==> config.mk <==
export PLATFORM = sky130hd
export DESIGN_NAME = bus_xfer_ctrl
export DESIGN_NICKNAME = d
export VERILOG_FILES = /design/src/rtl/bus_xfer_ctrl.sv
export SDC_FILE = /design/constraint.sdc
export NUM_CORES = 1
export LEC_CHECK = 0
export CORE_MARGIN = 8
export CORE_UTILIZATION = 30
export DETAILED_ROUTE_END_ITERATION = 8
export DONT_BUFFER_PORTS = 1
export PLACE_DENSITY_LB_ADDON = 0.25
export SLEW_MARGIN = 20
export SYNTH_ARGS = -nofsm -noshare
export SYNTH_HDL_FRONTEND = slang
export SYNTH_SLANG_ARGS = --single-unit
==> constraint.sdc <==
create_clock -name clock -period 3.1 [get_ports clock]
set_input_delay 0.62 -clock clock [delete_from_list [all_inputs] [get_ports clock]]
set_output_delay 0.62 -clock clock [all_outputs]
set_load 0.05 [all_outputs]
==> src/rtl/bus_xfer_ctrl.sv <==
// Bus-transfer initiator: queues (src, dst) move requests and sequences the
// per-unit ENABLE/LOAD strobes so one unit drives the shared bus and one captures it.

package bus_xfer_pkg;
  typedef enum logic [1:0] {
    NONE   = 2'd0,
    ENABLE = 2'd1,
    LOAD   = 2'd2
  } memory_op_e;
endpackage

module bus_xfer_ctrl
  import bus_xfer_pkg::*;
#(
  parameter int N_UNITS    = 8,
  parameter int UNIT_W     = $clog2(N_UNITS),
  parameter int FIFO_DEPTH = 2
) (
  input  logic                       clock,
  input  logic                       reset,
  // req_valid/req_ready: a request moves on the posedge where both are high;
  // req_ready depends only on FIFO occupancy, and the requester holds a refused request.
  input  logic                       req_valid,
  output logic                       req_ready,
  input  logic [UNIT_W-1:0]          req_src,
  input  logic [UNIT_W-1:0]          req_dst,
  input  logic [7:0]                 bus_in,
  output memory_op_e [N_UNITS-1:0]   ops,
  output logic                       busy,
  output logic                       done,
  output logic [7:0]                 done_data,
  output logic                       err
);

  localparam int PTR_W = (FIFO_DEPTH > 1) ? $clog2(FIFO_DEPTH) : 1;
  localparam logic [PTR_W:0]  DEPTH_C = FIFO_DEPTH[PTR_W:0];
  localparam logic [UNIT_W:0] N_LIM   = N_UNITS[UNIT_W:0];

  typedef enum logic [1:0] {
    IDLE   = 2'd0,
    PRIME  = 2'd1,
    COMMIT = 2'd2
  } state_e;

  state_e                   state, next_state;
  logic [UNIT_W-1:0]        src_mem [FIFO_DEPTH];
  logic [UNIT_W-1:0]        dst_mem [FIFO_DEPTH];
  logic [PTR_W-1:0]         wr_ptr, rd_ptr;
  logic [PTR_W:0]           count;
  logic                     push, pop, head_ok, done_d, err_d, capture;
  logic [UNIT_W-1:0]        head_src, head_dst, cur_src, cur_dst, nxt_src, nxt_dst;
  memory_op_e [N_UNITS-1:0] ops_d;

  assign req_ready = (count != DEPTH_C);
  assign push      = req_valid && req_ready;
  assign head_src  = src_mem[rd_ptr];
  assign head_dst  = dst_mem[rd_ptr];
  assign head_ok   = (head_src != head_dst) && ({1'b0, head_src} < N_LIM) &&
                     ({1'b0, head_dst} < N_LIM);
  assign busy      = (state != IDLE) || (count != '0);

  always_ff @(posedge clock) begin
    if (push) begin
      src_mem[wr_ptr] <= req_src;
      dst_mem[wr_ptr] <= req_dst;
    end
  end

  always_ff @(posedge clock or posedge reset) begin
    if (reset) begin
      wr_ptr <= '0;
      rd_ptr <= '0;
      count  <= '0;
    end else begin
      if (push) wr_ptr <= wr_ptr + PTR_W'(1);
      if (pop)  rd_ptr <= rd_ptr + PTR_W'(1);
      case ({push, pop})
        2'b10:   count <= count + (PTR_W+1)'(1);
        2'b01:   count <= count - (PTR_W+1)'(1);
        default: count <= count;
      endcase
    end
  end

  // COMMIT chains straight into the next PRIME when a valid request is waiting;
  // an invalid head falls back to IDLE, which rejects it with an err pulse.
  always_comb begin
    next_state = state;
    pop        = 1'b0;
    err_d      = 1'b0;
    done_d     = 1'b0;
    capture    = 1'b0;
    case (state)
      IDLE: begin
        if (count != '0) begin
          pop = 1'b1;
          if (head_ok) next_state = PRIME;
          else         err_d      = 1'b1;
        end
      end
      PRIME:  next_state = COMMIT;
      COMMIT: begin
        capture = 1'b1;
        done_d  = 1'b1;
        if ((count != '0) && head_ok) begin
          pop        = 1'b1;
          next_state = PRIME;
        end else begin
          next_state = IDLE;
        end
      end
      default: next_state = IDLE;
    endcase
  end

  // Strobes are decoded from the next state and registered, so ops never glitch.
  always_comb begin
    nxt_src = pop ? head_src : cur_src;
    nxt_dst = pop ? head_dst : cur_dst;
    for (int i = 0; i < N_UNITS; i++) ops_d[i] = NONE;
    if (next_state == PRIME) begin
      ops_d[nxt_src] = ENABLE;
    end else if (next_state == COMMIT) begin
      ops_d[nxt_src] = ENABLE;
      ops_d[nxt_dst] = LOAD;
    end
  end

  always_ff @(posedge clock or posedge reset) begin
    if (reset) begin
      state     <= IDLE;
      cur_src   <= '0;
      cur_dst   <= '0;
      done      <= 1'b0;
      err       <= 1'b0;
      done_data <= 8'h00;
      for (int i = 0; i < N_UNITS; i++) ops[i] <= NONE;
    end else begin
      state   <= next_state;
      ops     <= ops_d;
      done    <= done_d;
      err     <= err_d;
      cur_src <= nxt_src;
      cur_dst <= nxt_dst;
      if (capture) done_data <= bus_in;
    end
  end

endmodule

# Word level (Yosys, flattened, before mapping)

Memory sizes are Yosys's and may differ from the RTL's.
Index checks and enable logic that the tools add are counted.

Add/sub/neg operators: 4
$lt $le $gt $ge: 4
Equal/unequal tests: 8
Multiplexer cells: 22
Bitwise operators: 2
Reduce and logical (&&, ||, !) cells: 9

Operator list:

| operator                                                                      | count |
|---|---|
| 16-bit 2-to-1 mux                                                             | 2 |
| 2-bit demux with 3-bit select                                                 | 2 |
| 1-bit 2-to-1 mux                                                              | 9 |
| 8-bit bitwise AND                                                             | 1 |
| 3-bit by 4-bit less-than comparator with 1-bit output (second input constant) | 2 |
| 2-bit 2-to-1 mux                                                              | 4 |
| 8-bit NOT                                                                     | 1 |
| 2-bit by 1-bit equality test with 1-bit output (second input constant)        | 3 |
| 2-bit equality test (second input constant)                                   | 3 |
| 3-bit by 1-bit >= comparator with 1-bit output (second input constant)        | 2 |
| 3-bit 2-to-1 mux                                                              | 2 |
| 2-bit one-hot mux with 3 select lines                                         | 1 |
| 2-bit nonzero test                                                            | 3 |
| 1-bit logical AND                                                             | 4 |
| 2-bit one-hot mux with 2 select lines                                         | 1 |
| 3-bit inequality test                                                         | 1 |
| 1-bit adder (second input constant)                                           | 2 |
| 2-bit by 1-bit adder with 2-bit output (second input constant)                | 1 |
| 2-bit logical NOT                                                             | 1 |
| 2-bit inequality test (second input constant)                                 | 1 |
| 1-bit one-hot mux with 2 select lines                                         | 1 |
| 2-bit by 1-bit subtractor with 2-bit output (second input constant)           | 1 |
| 1-bit logical OR                                                              | 1 |

Flip-flop bits (word level): 38
RAM bits: 12
Input port bits: 17
Word-level logic and storage cells: 68
Memories kept: 2

Memories:

| name    | words | bits a word | rd ports | clocked after Yosys merged registers in | write ports | RTL line | RTL |
|---|---|---|---|---|---|---|---|
| dst_mem | 2     | 3           | 1        | 0                                       | 1           | 47       | `logic [UNIT_W-1:0] dst_mem [FIFO_DEPTH];` |
| src_mem | 2     | 3           | 1        | 0                                       | 1           | 46       | `logic [UNIT_W-1:0] src_mem [FIFO_DEPTH];` |

# Longest topological paths before layout

An unclocked memory read counts as a cell.

Word-level depth: 14
Depth in mapped cells: 8
Mapped depth without buffers: 7

# Least setup slack after synthesis

No wires, ideal clock.

Kind: register to register
From: memory src_mem[1][0] in the netlist's numbering
To: register count[1]
Setup time: 0.079 ns
Data arrival time: 1.782 ns
Required time: 3.021 ns
Setup slack: 1.238 ns
Cell stages (with the launch flop): 8
Path buffers: 1
Clock period less this slack: 1.862 ns
Cells stage by stage: edfxtp_1 xor2_1 nor4_2 nor3_4 buf_2 ha_1 nor2_1 xor2_1

Longest elaborated chain between the ends: 7

RTL lines:

| element                                                                                      | RTL line | RTL |
|---|---|---|
| from (decl)                                                                                  | 46       |  |
| memory read 2 x 3 bit *                                                                      | n/a      |  |
| 3-bit inequality test *                                                                      | 58       | `assign head_ok = (head_src != head_dst) && ({1'b0, head_src} < N_LIM) &&` |
| 1-bit logical AND *                                                                          | 105      | `if ((count != '0) && head_ok) begin` |
| 1-bit 2-to-1 mux *                                                                           | 105      |  |
| 1-bit one-hot mux with 2 select lines *                                                      | 93       | `case (state)` |
| 2-bit by 1-bit equality test with 1-bit output / 2-bit equality test (equally long branches) | 77       | `case ({push, pop})` |
| 2-bit one-hot mux with 2 select lines / 2-bit nonzero test (equally long branches)           | n/a      |  |
| to (signal assigned)                                                                         | 78       | `2'b10: count <= count + (PTR_W+1)'(1);` |
| to (signal assigned)                                                                         | 79       | `2'b01: count <= count - (PTR_W+1)'(1);` |
| to (signal assigned)                                                                         | 80       | `default: count <= count;` |
| to (decl)                                                                                    | 49       | `logic [PTR_W:0] count;` |

Mark *: on every way between the ends. The rest lies on a longest branch, timed or not.
A chain may end at the register's enable or synchronous reset.

# Final worst setup path

From: register count[0]
To: output busy

Longest elaborated chain between the ends: 2

RTL lines:

| element            | RTL line | RTL |
|---|---|---|
| 2-bit nonzero test | 60       | `assign busy = (state != IDLE) \|\| (count != '0);` |
| 1-bit logical OR   | 60       |  |
| to (decl)          | 29       | `output logic busy,` |

Every way passes these cells.

==> flow_summary.toml <==
[run_status]
status = "finished, final reports clean"

[placement]
port_buffers = 0
detailed_place_hpwl_um = 3130
gp_congestion = 0.757

[global_routing]
grt_pass1_wl_um = 6930
grt_overflow_total = 0
grt_max_degree = 39
first_global_vias = 1307
globalRouteTotalUtil_pct = 9.01
grt_antenna_before_repair = 0

[synth]
syn_inst = 169
syn-num-nets = 187
avgSynthCellArea_um2 = 12.8
synth_cell_type_count = 29
ys_seq_area_share_pct = 60.4
yosysWarnings = 0
ys_seq_elements = 50
syn_area_um2 = 2170

[critical_path]
required_ns = 2.48
path_max_fanout = 5
crit_family = "simple AND/OR/NAND/NOR gates"
cp-start-kind = "flop"
critPathSlowestCell = "or4_1"
worstPathArrival_ns = 1.57
worstSetupEndpointType = "output port"
slowest_delay_ns = 0.82
crit_chain = "or4_1"
cp-startpoint = "count[0]$_DFFE_PP0P_"
reg2reg_from = "rd_ptr$_DFFE_PP0N_"
critPathBufInv = 0
worst-setup-path-type = "reg2out"

[cells_and_area]
nets = 192
drive_gt1_share_pct = 18.9
fin_util_pct = 33.6
area_growth_pct = 10.4
diodes = 0

[detailed_routing]
drt_iter0_drc = 41
finalWirelength_um = 4210
via_per_inst = 4.46
drt-wirelength-per-cell_um = 15.4
num_vias = 1221
ant_nets = 0
drc = 0
drtPass1Iterations = 4

[clocking]
clk_pin_slew_worst_paths_ns = 0.09
cts_buffer_depth = 2
root_buffer = "clkbuf_8"
cts-buffers-inserted = 5
clk_latency_ns = 0.31
ctsResizeCount = 0
post-cts-setup-buffer-count = 0
cts.sink_count = 50
cts_hold_buf = 0
cts_htree_levels = 2
cts_tree = "yes"

[die]
fp.dieH_um = 101
rows = 31
die_area_um2 = 10200
die_w_um = 101
core_um2 = 7140
initial_core_util_pct = 30.4
pin_count = 45

[timing]
worst_pin_slew_ns = 0.601
period_share_pct = 70.7
skew_ns = 0.00604
drv_slew = 0
hold_viol = 0
fmax_ghz = 0.456
fin_tns_setup_ns = 0
max-slew-margin-rel_pct = 59.9
period_needed_ns = 2.19
setup_viol = 0
grt_setup_unrepaired = "no"

[flow_run]
drv_cap = 0

[worst_hold_path]
worstHoldPathType = "in2async"
[final cells by class]
| class | instances | area, um^2 |
|---|---|---|
| Multi-Input combinational cell | 108 | 808 |
| Fill cell | 729 | 4740 |
| Inverter | 7 | 26.3 |
| Sequential cell | 50 | 1310 |
| Tap cell | 99 | 124 |
| Clock inverter | 3 | 43.8 |
| Clock buffer | 5 | 68.8 |
| Timing Repair Buffer | 2 | 15.0 |
[layout by cell type (no fill, tap or decap), drive strengths merged, types with 2 or more instances in the layout]
cell     n
mux2    19
clkbuf   5
nand2b   6
nor2b    5
edfxtp  12
a211oi   5
dfrtp   38
a21oi    5
xnor2    3
nor4     4
nand2   10
a311oi   2
nor2    19
xor2     8
inv      8
mux2i   11
nor3     3
buf      2
[stage by stage]
step | area (um^2) | hold slack [ns] | instances | worst slack [ns]
6_report | 2400 | 0.296 | 274 | 0.907
5_1_grt | 2400 | 0.354 | 274 | 0.771
4_1_cts | 2400 | 0.320 | 274 | 0.895
3_5_place_dp | 2280 | 0.488 | 266 | 0.929
3_3_place_gp | 2280 | 0.488 | 266 | 0.949
2_1_floorplan | 2170 | 0.460 | 169 | 1.24
[cell usage after synthesis]
library cell	number	area (um^2)
clkbuf_1	1	3.75
a311oi_1	2	17.5
dfrtp_1	38	951
o21ai_0	1	5.00
mux2i_1	11	110
nand2_1	10	37.5
nor4_1	2	12.5
xnor2_1	3	26.3
nor3_1	2	10.0
nor4_2	2	25.0
nor4b_1	1	8.76
buf_6	1	11.3
nor3_4	1	16.3
a211oi_1	5	37.5
inv_1	7	26.3
nor2_1	19	71.3
edfxtp_1	12	360
and3_1	1	6.26
o22ai_1	1	6.26
nand2b_1	6	37.5
buf_2	2	10.0
xor2_1	8	70.1
o21bai_2	1	11.3
a21oi_1	5	25.0
or4_1	1	7.51
o32ai_1	1	8.76
nor2b_1	5	31.3
mux2_2	19	214
ha_1	1	12.5
[registers in the layout, indices dropped and copies added (netlist names)]
signal and count:
done_data 8, wr_ptr 1, cur_dst 3, count 2, src_mem 6, cur_src 3
done 1, state 2, dst_mem 6, ops 16, err 1, rd_ptr 1
[worst register-to-register path, cell delays in order, from the launching register on]
cell	delay, ns
dfrtp_1	0.65
nand2b_1	0.19
nor4_2	0.06
nor3_4	0.14
buf_4	0.32
mux2_2	0.38
a311oi_1	0.31
[metal layers]
layer | vias up | GRT usage (%) | wire, um
li1 | 602 | - | -
met3 | 4 | 3.73 | 346
met2 | 34 | 13.1 | 1880
met1 | 581 | 11.8 | 1930
met5 | - | 0 | 0
met4 | 0 | 2.75 | 46
[kinds of logic after synthesis]
| logic type | share of synthesized area [%] |
|---|---|
| adders and majority gates | 0.576 |
| muxes | 14.9 |
| buffers and inverters | 2.36 |
| and+or+nand+nor | 12.2 |
| DFF | 60.4 |
| xor gates and xnor gates | 4.44 |
| AOI/OAI and AO/OA | 5.13 |
[worst paths after layout]
path	endpoint	slack (ns)	cells after the start
min	ops[4]$_DFF_PP0_	0.30	2
max	busy	0.91	1
max reg2reg	ops[2]$_DFF_PP0_	0.94	6
max in group asynchronous	count[0]$_DFFE_PP0P_	2.48	2
min in group clock	src_mem[1][0]$_DFFE_PP_	0.40	0
min reg2reg	wr_ptr$_DFFE_PP0P_	0.51	1
Power is left out: the tool's default activity adds up to more than one toggle a clock period on the data nets, which glitch-free logic cannot reach.
